`config.mk`:
```
export PLATFORM = sky130hd
export DESIGN_NAME = int8_zero_skip_pair_packer_flat
export DESIGN_NICKNAME = d
export VERILOG_FILES = /design/src/rtl/int8_zero_skip_pair_packer_if.sv /design/src/rtl/int8_zero_skip_pair_packer.sv /design/src/flat_wrapper.sv
export SDC_FILE = /design/constraint.sdc
export NUM_CORES = 1
export LEC_CHECK = 0
export CORE_MARGIN = 10
export CORE_UTILIZATION = 51
export DETAILED_ROUTE_END_ITERATION = 8
export PLACE_DENSITY = 0.8
export SLEW_MARGIN = 30
export SYNTH_ARGS = -nofsm -noshare
export SYNTH_HDL_FRONTEND = slang
export SYNTH_SLANG_ARGS = --single-unit
```
`constraint.sdc`:
```
create_clock -name clk -period 5.65 [get_ports clk]
set_input_delay 1.13 -clock clk [delete_from_list [all_inputs] [get_ports clk]]
set_output_delay 1.13 -clock clk [all_outputs]
set_load 0.1 [all_outputs]
```
`src/rtl/int8_zero_skip_pair_packer_if.sv`:
```
// Pair stream in, dual-lane beat stream out, for the int8 zero-skip packer.
// The slave view is the packer itself; the master view is whatever feeds and drains it.
interface int8_zero_skip_pair_packer_if;
  logic       s_valid;
  logic       s_ready;
  logic [7:0] s_weight;
  logic [7:0] s_act;
  logic       s_last;
  logic       m_ready;
  logic       m_valid0;
  logic       m_valid1;
  logic       m_last0;
  logic       m_last1;
  logic [7:0] m_weight0;
  logic [7:0] m_weight1;
  logic [7:0] m_act0;
  logic [7:0] m_act1;
  logic       m_clear;

  modport slave (
    input  s_valid, s_weight, s_act, s_last, m_ready,
    output s_ready, m_valid0, m_valid1, m_last0, m_last1,
           m_weight0, m_weight1, m_act0, m_act1, m_clear
  );

  modport master (
    output s_valid, s_weight, s_act, s_last, m_ready,
    input  s_ready, m_valid0, m_valid1, m_last0, m_last1,
           m_weight0, m_weight1, m_act0, m_act1, m_clear
  );
endinterface

```
`src/rtl/int8_zero_skip_pair_packer.sv`:
```
// Drops zero-product int8 pairs and packs survivors two per beat for the dual-lane MAC,
// closing each vector with a one-beat accumulator clear and keeping sparsity counters.
module int8_zero_skip_pair_packer #(
  parameter int CNT_WIDTH = 32,
  parameter int SKIP_MODE = 0
) (
  input  logic                            clk,
  input  logic                            rst,
  int8_zero_skip_pair_packer_if.slave     bus,
  input  logic                            stats_clr,
  output logic [CNT_WIDTH-1:0]            nz_cnt,
  output logic [CNT_WIDTH-1:0]            skip_cnt,
  output logic [CNT_WIDTH-1:0]            vec_cnt
);

  typedef enum logic [0:0] {
    S_RUN   = 1'b0,
    S_CLEAR = 1'b1
  } state_t;

  state_t               state_r;
  state_t               state_nxt_s;
  logic                 hold_v_r;
  logic [7:0]           hold_w_r;
  logic [7:0]           hold_a_r;
  logic                 valid0_r, valid1_r, last0_r, last1_r, clear_r;
  logic [7:0]           w0_r, a0_r, w1_r, a1_r;
  logic [CNT_WIDTH-1:0] nz_r, skip_r, vec_r;

  logic                 occ_s, out_free_s, ready_s, acc_s, nz_s;
  logic                 n_v0_s, n_v1_s, n_l0_s, n_l1_s, n_clr_s;
  logic [7:0]           n_w0_s, n_a0_s, n_w1_s, n_a1_s;
  logic                 hold_load_s, hold_clr_s, skip_inc_s, vec_inc_s;
  logic [1:0]           nz_inc_s;

  function automatic logic [CNT_WIDTH-1:0] sat_add(input logic [CNT_WIDTH-1:0] c,
                                                   input logic [1:0] inc);
    logic [CNT_WIDTH:0] sum;
    sum = {1'b0, c} + {{(CNT_WIDTH-1){1'b0}}, inc};
    if (sum[CNT_WIDTH]) begin
      sat_add = {CNT_WIDTH{1'b1}};
    end else begin
      sat_add = sum[CNT_WIDTH-1:0];
    end
  endfunction

  assign occ_s      = valid0_r | clear_r;
  assign out_free_s = !occ_s || bus.m_ready;
  // Gated by rst so the source never sees a ready while the block is held in reset.
  assign ready_s    = !rst && (state_r == S_RUN) && out_free_s;
  assign acc_s      = bus.s_valid && ready_s;
  assign nz_s       = (bus.s_weight != 8'd0) && ((SKIP_MODE != 0) || (bus.s_act != 8'd0));

  // Decode the accepted pair (or pending clear) into the next output beat and hold-slot action.
  always_comb begin
    state_nxt_s = state_r;
    n_v0_s      = 1'b0;
    n_v1_s      = 1'b0;
    n_l0_s      = 1'b0;
    n_l1_s      = 1'b0;
    n_clr_s     = 1'b0;
    n_w0_s      = 8'd0;
    n_a0_s      = 8'd0;
    n_w1_s      = 8'd0;
    n_a1_s      = 8'd0;
    hold_load_s = 1'b0;
    hold_clr_s  = 1'b0;
    skip_inc_s  = 1'b0;
    vec_inc_s   = 1'b0;
    nz_inc_s    = 2'd0;
    case (state_r)
      S_CLEAR: begin
        if (out_free_s) begin
          n_clr_s     = 1'b1;
          state_nxt_s = S_RUN;
        end else begin
          state_nxt_s = S_CLEAR;
        end
      end
      S_RUN: begin
        if (acc_s) begin
          case ({nz_s, bus.s_last, hold_v_r})
            3'b100: hold_load_s = 1'b1;
            3'b101: begin
              {n_v0_s, n_w0_s, n_a0_s} = {1'b1, hold_w_r, hold_a_r};
              {n_v1_s, n_w1_s, n_a1_s} = {1'b1, bus.s_weight, bus.s_act};
              hold_clr_s = 1'b1;
              nz_inc_s   = 2'd2;
            end
            3'b110: begin
              {n_v0_s, n_l0_s, n_w0_s, n_a0_s} = {2'b11, bus.s_weight, bus.s_act};
              nz_inc_s    = 2'd1;
              vec_inc_s   = 1'b1;
              state_nxt_s = S_CLEAR;
            end
            3'b111: begin
              {n_v0_s, n_w0_s, n_a0_s}         = {1'b1, hold_w_r, hold_a_r};
              {n_v1_s, n_l1_s, n_w1_s, n_a1_s} = {2'b11, bus.s_weight, bus.s_act};
              hold_clr_s  = 1'b1;
              nz_inc_s    = 2'd2;
              vec_inc_s   = 1'b1;
              state_nxt_s = S_CLEAR;
            end
            3'b000, 3'b001: skip_inc_s = 1'b1;
            3'b011: begin
              {n_v0_s, n_l0_s, n_w0_s, n_a0_s} = {2'b11, hold_w_r, hold_a_r};
              hold_clr_s  = 1'b1;
              skip_inc_s  = 1'b1;
              nz_inc_s    = 2'd1;
              vec_inc_s   = 1'b1;
              state_nxt_s = S_CLEAR;
            end
            3'b010: begin
              // Everything in this vector was skipped; a (0,0) beat still closes it.
              n_v0_s      = 1'b1;
              n_l0_s      = 1'b1;
              skip_inc_s  = 1'b1;
              vec_inc_s   = 1'b1;
              state_nxt_s = S_CLEAR;
            end
            default: hold_load_s = 1'b0;
          endcase
        end else begin
          state_nxt_s = S_RUN;
        end
      end
      default: state_nxt_s = S_RUN;
    endcase
  end

  // State, hold slot and the registered output beat.
  always_ff @(posedge clk or posedge rst) begin
    if (rst) begin
      state_r  <= S_RUN;
      hold_v_r <= 1'b0;
      hold_w_r <= 8'd0;
      hold_a_r <= 8'd0;
      valid0_r <= 1'b0;
      valid1_r <= 1'b0;
      last0_r  <= 1'b0;
      last1_r  <= 1'b0;
      clear_r  <= 1'b0;
      w0_r     <= 8'd0;
      a0_r     <= 8'd0;
      w1_r     <= 8'd0;
      a1_r     <= 8'd0;
    end else begin
      state_r <= state_nxt_s;
      if (hold_load_s) begin
        hold_v_r <= 1'b1;
        hold_w_r <= bus.s_weight;
        hold_a_r <= bus.s_act;
      end else if (hold_clr_s) begin
        hold_v_r <= 1'b0;
      end
      if (out_free_s) begin
        valid0_r <= n_v0_s;
        valid1_r <= n_v1_s;
        last0_r  <= n_l0_s;
        last1_r  <= n_l1_s;
        clear_r  <= n_clr_s;
        w0_r     <= n_w0_s;
        a0_r     <= n_a0_s;
        w1_r     <= n_w1_s;
        a1_r     <= n_a1_s;
      end
    end
  end

  // Saturating sparsity statistics; a same-cycle stats_clr wins over any increment.
  always_ff @(posedge clk or posedge rst) begin
    if (rst) begin
      nz_r   <= '0;
      skip_r <= '0;
      vec_r  <= '0;
    end else if (stats_clr) begin
      nz_r   <= '0;
      skip_r <= '0;
      vec_r  <= '0;
    end else begin
      nz_r   <= sat_add(nz_r, nz_inc_s);
      skip_r <= sat_add(skip_r, {1'b0, skip_inc_s});
      vec_r  <= sat_add(vec_r, {1'b0, vec_inc_s});
    end
  end

  assign bus.s_ready   = ready_s;
  assign bus.m_valid0  = valid0_r;
  assign bus.m_valid1  = valid1_r;
  assign bus.m_last0   = last0_r;
  assign bus.m_last1   = last1_r;
  assign bus.m_clear   = clear_r;
  assign bus.m_weight0 = w0_r;
  assign bus.m_act0    = a0_r;
  assign bus.m_weight1 = w1_r;
  assign bus.m_act1    = a1_r;
  assign nz_cnt        = nz_r;
  assign skip_cnt      = skip_r;
  assign vec_cnt       = vec_r;

endmodule

```
`src/flat_wrapper.sv`:
```
// flat-port wrapper written by rule: the top's interface ports become plain ports
module int8_zero_skip_pair_packer_flat 
#(
  parameter int CNT_WIDTH = 32,
  parameter int SKIP_MODE = 0
)
  (clk, rst, stats_clr, nz_cnt, skip_cnt, vec_cnt, bus_s_valid, bus_s_weight, bus_s_act, bus_s_last, bus_m_ready, bus_s_ready, bus_m_valid0, bus_m_valid1, bus_m_last0, bus_m_last1, bus_m_weight0, bus_m_weight1, bus_m_act0, bus_m_act1, bus_m_clear);
  int8_zero_skip_pair_packer_if bus_i ();
  input  logic clk;
  input  logic rst;
  input  logic stats_clr;
  output logic [CNT_WIDTH-1:0] nz_cnt;
  output logic [CNT_WIDTH-1:0] skip_cnt;
  output logic [CNT_WIDTH-1:0] vec_cnt;
  input wire logic [$bits(bus_i.s_valid)-1:0] bus_s_valid;
  input wire logic [$bits(bus_i.s_weight)-1:0] bus_s_weight;
  input wire logic [$bits(bus_i.s_act)-1:0] bus_s_act;
  input wire logic [$bits(bus_i.s_last)-1:0] bus_s_last;
  input wire logic [$bits(bus_i.m_ready)-1:0] bus_m_ready;
  output wire logic [$bits(bus_i.s_ready)-1:0] bus_s_ready;
  output wire logic [$bits(bus_i.m_valid0)-1:0] bus_m_valid0;
  output wire logic [$bits(bus_i.m_valid1)-1:0] bus_m_valid1;
  output wire logic [$bits(bus_i.m_last0)-1:0] bus_m_last0;
  output wire logic [$bits(bus_i.m_last1)-1:0] bus_m_last1;
  output wire logic [$bits(bus_i.m_weight0)-1:0] bus_m_weight0;
  output wire logic [$bits(bus_i.m_weight1)-1:0] bus_m_weight1;
  output wire logic [$bits(bus_i.m_act0)-1:0] bus_m_act0;
  output wire logic [$bits(bus_i.m_act1)-1:0] bus_m_act1;
  output wire logic [$bits(bus_i.m_clear)-1:0] bus_m_clear;
  assign bus_i.s_valid = bus_s_valid;
  assign bus_i.s_weight = bus_s_weight;
  assign bus_i.s_act = bus_s_act;
  assign bus_i.s_last = bus_s_last;
  assign bus_i.m_ready = bus_m_ready;
  assign bus_s_ready = bus_i.s_ready;
  assign bus_m_valid0 = bus_i.m_valid0;
  assign bus_m_valid1 = bus_i.m_valid1;
  assign bus_m_last0 = bus_i.m_last0;
  assign bus_m_last1 = bus_i.m_last1;
  assign bus_m_weight0 = bus_i.m_weight0;
  assign bus_m_weight1 = bus_i.m_weight1;
  assign bus_m_act0 = bus_i.m_act0;
  assign bus_m_act1 = bus_i.m_act1;
  assign bus_m_clear = bus_i.m_clear;
  int8_zero_skip_pair_packer #(.CNT_WIDTH(CNT_WIDTH), .SKIP_MODE(SKIP_MODE)) u_core (.clk(clk), .rst(rst), .bus(bus_i), .stats_clr(stats_clr), .nz_cnt(nz_cnt), .skip_cnt(skip_cnt), .vec_cnt(vec_cnt));
endmodule
```
==> run_results.csv, run 1 <==
group,metric,value,unit
power_and_ir_drop,switchingPower,0.943,mW
drt,dr_wl_met2,9530,µm
die,die_h,139,µm
grt,grt_pass1_vias,6225,
clocking,cts_buffers,17,
synth,synthArstFlopShare,100,%
drt,wl_met1,8090,µm
worst_hold_path,hold_depth,2,
worst_setup_path,r2r-end,"u_core.nz_cnt[1]$_DFF_PP0_",
synth,syn-cell-area,0.00727,mm²
worst_setup_path,crit_chain,"clkdlybuf4s50_1 -> nor4_1 -> nand2_1 -> and2_1 -> xnor2_1 -> nor2_1 -> ha_1 -> inv_1 -> fa_1 -> nand3b_1 -> or4_4 -> nor3_4 -> nand2_4 -> a21oi_1",
die,die_w,139,µm
grt,grt.total_usage,19.6,%
worst_setup_path,path_max_fanout,26,
synth,syn_avg_cell_area,10.7,µm²
clocking,cts_sinks,151,
sta,rsz0062_at_grt,"no",
drt,wl_met3,1500,µm
sta,setup_viol,0,
clocking,cts_root_buf,"clkbuf_16",
cells_and_area,drive_above_1_share,11.0,%
clocking,post_cts_buffers,0,
grt,overflow,0,
run,drv_cap,0,
clocking,cts-resized-gates,0,
worst_setup_path,cp.arrival,5040,ps
placed_design,hpwl,13500,µm
power_and_ir_drop,power.share.combinational,20.4,%
power_and_ir_drop,leakage,3.84,nW
die,core_area,0.0139,mm²
die,initial_core_util,52.2,%
grt,grt_pass1_wl,31900,µm
cells_and_area,area_growth,30.8,%
placed_design,dpl-instance-area,0.00893,mm²
worst_setup_path,worstSetupPathType,"in2reg",
sta,setup_tns,0,ps
clocking,cts_tree,"built",
drt,highest_layer,"met4",
worst_setup_path,r2r_start,"u_core.bus.m_clear$_DFFE_PP0N_",
grt,grt_max_degree,118,
grt,antenna_found_initial,1,
power_and_ir_drop,power.total,2.96,mW
power_and_ir_drop,clock_power_share,37.5,%
synth,ys_top_cells_by_count,"151 x dfrtp_1, 63 x a21oi_1, 47 x xnor2_1",
clocking,htreeDepth,4,
sta,finClkSkew,8.47,ps
power_and_ir_drop,power_density,311,mW/mm²
placed_design,routabilityCongestion,0.814,
drt,vias_per_cell,5.95,
sta,fmaxAchievable,213,MHz
sta,tightest_slew,1020,ps
die,io_pins,156,
drt,drt_iter0_markers,412,
sta,finalHoldViolations,0,
cells_and_area,fin_nets,851,
worst_setup_path,startpoint_type,"input pin",
synth,yosysMostFrequentCell,"dfrtp_1",
synth,syn_inst,678,
sta,finalCritPeriodShare,83.1,%
synth,ys_ff_latch,151,
power_and_ir_drop,pwr-share-seq,42.1,%
outcome,status,"finished, final reports clean",
power_and_ir_drop,irDropWorstVdd,245,µV
worst_hold_path,min_path_type,"reg2reg",
synth,yosysUniqueCellTypes,49,
worst_setup_path,crit_slowest_cell,"or4_4",
worst_hold_path,min_from,"u_core.bus.m_last1$_DFFE_PP0N_",
drt,wl_per_cell,19.3,µm
clocking,cts_hold_buf,0,
worst_setup_path,ff2ff_path_depth,12,
worst_setup_path,critical-path-max-stage-delay,550,ps
cells_and_area,utilization,68.2,%
clocking,insertion_delay,420,ps
power_and_ir_drop,internal_power,2.02,mW
drt,num_vias,6044,
clocking,clk_pin_slew_worst_paths,60,ps
cells_and_area,final_area,0.00951,mm²
sta,max_slew_margin,31.7,%
synth,synth.area.top_cells,"dfrtp_1 52%, xnor2_1 5.7%, a21oi_1 4.3%",
die,rows,43,
synth,yosysTopAreaCell,"dfrtp_1",
synth,synth_nets,707,
sta,fin_crit,4700,ps
synth,ys_warn_count,0,
worst_setup_path,reg2reg_slack,1740,ps
synth,ys_seq_area_share,52.0,%
placed_design,port_buffers,155,
sta,hold_slack,482,ps
worst_hold_path,min_to,"u_core.bus.m_last1$_DFFE_PP0N_",
drt,first_pass_iters,7,
synth,synth_flop_cell,"dfrtp_1",
sta,finalMaxSlewViolations,0,
drt,drtAntennaViolNets,0,
drt,drc,0,
synth,synth_top_area_share,52.0,%
clocking,clock_path_buffers,2,
synth,synth_edf_count,0,
drt,drt-total-wl,19600,µm
worst_setup_path,worstSetupEndpointType,"register",
worst_setup_path,crit_required,5990,ps
die,dieArea,0.0194,mm²
power_and_ir_drop,swShare,31.9,%
==> cell type report <==
| cell class | count | area, µm² |
|---|---|---|
| Fill cell | 1010 | 4430 |
| Sequential cell | 151 | 3780 |
| Multi-Input combinational cell | 472 | 3270 |
| Timing Repair Buffer | 159 | 1570 |
| Clock buffer | 19 | 453 |
| Tap cell | 180 | 225 |
| Clock inverter | 12 | 128 |
| Inverter | 21 | 86.3 |
| Antenna cell | 1 | 2.50 |
==> metrics by stage <==
step / setup WS [ps] / instances
finish: 954 / 1015
global route: 635 / 1014
CTS: 965 / 1014
detailed placement: 554 / 983
global placement: 702 / 982
floorplan: 455 / 678
==> state kept, by name, indices dropped and copies added (netlist names) <==
signal	count
u_core.bus.m_last1	1
u_core.hold_v_r	1
u_core.vec_cnt	32
u_core.bus.m_weight0	8
u_core.state_r	1
u_core.bus.m_last0	1
u_core.bus.m_act1	8
u_core.skip_cnt	32
u_core.bus.m_valid1	1
u_core.bus.m_act0	8
u_core.hold_a_r	8
u_core.nz_cnt	32
u_core.hold_w_r	8
u_core.bus.m_weight1	8
u_core.bus.m_valid0	1
u_core.bus.m_clear	1
==> per-layer routing <==
metal | GRT usage (%) | up-vias
li1 | - | 2785
met1 | 23.6 | 2971
met2 | 32.1 | 247
met3 | 6.12 | 41
met4 | 8.02 | 0
met5 | 0 | -
==> power groups by stage <==
stage | clock [mW] | combinational [mW] | sequential [mW]
floorplan | 0 | 0.182 | 1.53
global placement | 0 | 0.599 | 1.25
detailed placement | 0 | 0.609 | 1.26
CTS | 1.13 | 0.612 | 1.24
global route | 1.18 | 0.631 | 1.26
finish | 1.11 | 0.604 | 1.25
==> cells by family after synthesis <==
family          count (synthesis)  synth area share (%)
simple gates                  232                  18.4
flops                         151                  52.0
compound gates                146                  14.1
xor+xnor                       71                  8.55
buf+inv                        55                  3.18
mux                            16                  2.48
fa+ha+maj                       7                  1.31
==> worst max-delay path by stage <==
stage	start	endpoint	slack (ps)	depth (start not counted)
after floorplan	rst	u_core.bus.m_act0[0]$_DFFE_PP0N_	460	1
after global placement	bus_s_act[0]	u_core.nz_cnt[1]$_DFF_PP0_	700	14
after detailed placement	bus_m_ready	u_core.nz_cnt[1]$_DFF_PP0_	550	13
after CTS	bus_s_act[1]	u_core.nz_cnt[1]$_DFF_PP0_	970	14
after global routing	bus_m_ready	u_core.nz_cnt[4]$_DFF_PP0_	630	13
final	bus_s_act[1]	u_core.nz_cnt[1]$_DFF_PP0_	950	14
==> worst max-delay path, delay by kind of cell <==
family	cells	cell delay, ps
AOI/OAI and AO/OA	1	240
adders and majority gates	2	610
buffers and inverters	2	540
xor gates and xnor gates	1	150
and+or+nand+nor	8	2360
==> cells in the final DEF (no fill, tap or decap), types with 5 or more instances in the layout <==
master / n
dfrtp_1: 151
xor2_1: 24
nand2_1: 42
clkdlybuf4s50_1: 149
ha_1: 6
a21oi_1: 63
mux2_2: 16
a21oi_2: 20
a221o_1: 16
xnor2_1: 47
clkbuf_16: 17
nor3_1: 31
nand4_1: 21
and3_1: 21
nand3_1: 29
clkinv_2: 5
nor2_1: 18
buf_4: 5
and2_1: 19
a31oi_1: 8
a22o_1: 17
and4_1: 15
a311oi_1: 7
a211oi_1: 5
inv_1: 19
nor4_1: 14
No activity file was read; power rests on OpenSTA's default activity.
==> run 2: changes to the inputs <==
- clock period: 5.65 -> 4.8 ns (I/O delays scaled with it)
==> run 2 against run 1 <==
Effect of this change:
- sequential share of layout area is 0.43 points lower
- worst setup slack worse by 480 ps
- sequential power grew 18%
- die area stayed put
- clock skew increased by 2.6 ps
- flip-flop and latch count unchanged
- worst hold slack improved by 20 ps
- cell area up 1.1%
- cell count grew 0.69%
- clock power grew 23%
- combinational power up 20%
- largest cell class unchanged
==> run_results.csv, run 2 (synthesis gave the netlist of run 1 again) <==
group,metric,value,unit
outcome,status,"finished, final reports clean",
grt,overflow,0,
cells_and_area,final_area,0.00961,mm²
cells_and_area,utilization,69.0,%
die,dieArea,0.0194,mm²
power_and_ir_drop,leakage,3.87,nW
drt,wl_per_cell,19.4,µm
die,die_h,139,µm
die,io_pins,156,
sta,fmaxAchievable,231,MHz
sta,setup_viol,0,
cells_and_area,fillers,1019,
drt,drt-total-wl,19900,µm
sta,finalMaxSlewViolations,0,
worst_setup_path,startpoint_type,"input pin",
die,die_w,139,µm
drt,drc,0,
clocking,htreeDepth,4,
sta,setup_tns,0,ps
clocking,cts_buffers,17,
cells_and_area,antenna_cells,0,
clocking,cts_root_buf,"clkbuf_16",
clocking,clk_pin_slew_worst_paths,60,ps
placed_design,dpl-instance-area,0.00901,mm²
clocking,cts_hold_buf,0,
worst_setup_path,worstSetupEndpointType,"register",
sta,hold_slack,502,ps
die,rows,43,
grt,antenna_found_initial,0,
grt,grt_pass1_wl,32600,µm
sta,tightest_slew,1030,ps
placed_design,dpl_worst_slack,48.3,ps
placed_design,routabilityCongestion,0.803,
placed_design,port_buffers,155,
sta,fin_crit,4320,ps
sta,finClkSkew,11.1,ps
drt,drtAntennaViolNets,0,
sta,fin_ws,477,ps
drt,num_vias,6140,
worst_setup_path,path_max_fanout,6,
grt,grt_max_degree,128,
clocking,clock_path_buffers,2,
power_and_ir_drop,power_density,370,mW/mm²
placed_design,hpwl,13300,µm
power_and_ir_drop,irDropWorstVdd,234,µV
worst_hold_path,min_path_type,"reg2reg",
clocking,insertion_delay,430,ps
drt,vias_per_cell,6.01,
cells_and_area,drive_above_1_share,11.3,%
die,core_area,0.0139,mm²
cells_and_area,final_cell_mix,"153 x clkdlybuf4s50_1, 151 x dfrtp_1, 63 x a21oi_1, 47 x xnor2_1, 42 x nand2_1",
sta,rsz0062_at_grt,"no",
drt,first_pass_iters,5,
clocking,post_cts_buffers,0,
grt,grt.total_usage,20.0,%
clocking,cts-resized-gates,0,
sta,max_slew_margin,30.9,%
clocking,cts_tree,"built",
cells_and_area,fin_nets,858,
sta,finalCritPeriodShare,90.1,%
clocking,cts_sinks,151,
run,drv_cap,0,
drt,drt_iter0_markers,486,
cells_and_area,final-seq-area,0.00378,mm²
cells_and_area,multi_input_area,0.00326,mm²
worst_setup_path,crit_required,5120,ps
die,initial_core_util,52.2,%
grt,grt_pass1_vias,6242,
cells_and_area,area_growth,32.2,%
worst_setup_path,cp.arrival,4640,ps
sta,finalHoldViolations,0,
worst_setup_path,worstSetupPathType,"in2reg",
cells_and_area,final_common_cell,"clkdlybuf4s50_1",
-- run 2: path summary, 6_finish.rpt --
kind                                                  from                                   to  slack (ps)  cells after the start
max reg2reg                 u_core.bus.m_clear$_DFFE_PP0N_          u_core.vec_cnt[1]$_DFF_PP0_        1110                     13
min in group asynchronous                              rst     u_core.bus.m_act1[4]$_DFFE_PP0N_        1010                      2
min reg2reg                u_core.bus.m_valid1$_DFFE_PP0N_      u_core.bus.m_valid1$_DFFE_PP0N_         500                      2
max                                           bus_s_act[1]          u_core.nz_cnt[28]$_DFF_PP0_         480                     15
max in group asynchronous                              rst  u_core.bus.m_weight1[0]$_DFFE_PP0N_        2690                      3
min                        u_core.bus.m_valid1$_DFFE_PP0N_      u_core.bus.m_valid1$_DFFE_PP0N_         500                      2
-- run 2: area by class of cell --
type | count | area share, %
Timing Repair Buffer | 166 | 17.3
Clock inverter | 14 | 1.83
Clock buffer | 18 | 4.46
Sequential cell | 151 | 39.3
Tap cell | 180 | 2.34
Inverter | 21 | 0.859
Multi-Input combinational cell | 472 | 33.9
-- run 2: stage by stage --
stage | total power, mW | std cells
global route | 3.67 | 1022
floorplan | 2.01 | 678
global placement | 2.18 | 989
CTS | 3.58 | 1022
detailed placement | 2.21 | 990
finish | 3.56 | 1022
-- run 2: layer usage --
layer  share of wire [%]  routed length [µm]  global-route usage, %  vias to the layer above
li1                    -                   -                      -                     2791
met5                   0                   0                      0                        -
met4                 1.3                 267                   6.04                        0
met1                  42                8260                   24.7                     3072
met2                  50               10000                   32.8                      253
met3                 6.6                1320                   5.95                       24
-- run 2: worst max-delay path, stage by stage --
cell and delay (ps):
clkdlybuf4s50_1 480, nor4_1 340, nand2_1 130, and2_1 180, xnor2_1 120, nor2_1 150
ha_1 190, inv_1 60, fa_1 450, nand3b_1 240, or4_4 550, nor3_4 300
buf_4 190, a21oi_1 70, a311oi_1 240
-- run 2: where the power goes --
| group | internal (mW) | switching (mW) |
|---|---|---|
| logic | 0.205 | 0.517 |
| registers | 1.39 | 0.0764 |
| clock network | 0.822 | 0.545 |
==> run 3: changes to the inputs <==
- HOLD_SLACK_MARGIN: default -> 0.06
==> results of run 3 <==
The final DEF is identical to that of run 2; final timing and power are the same.
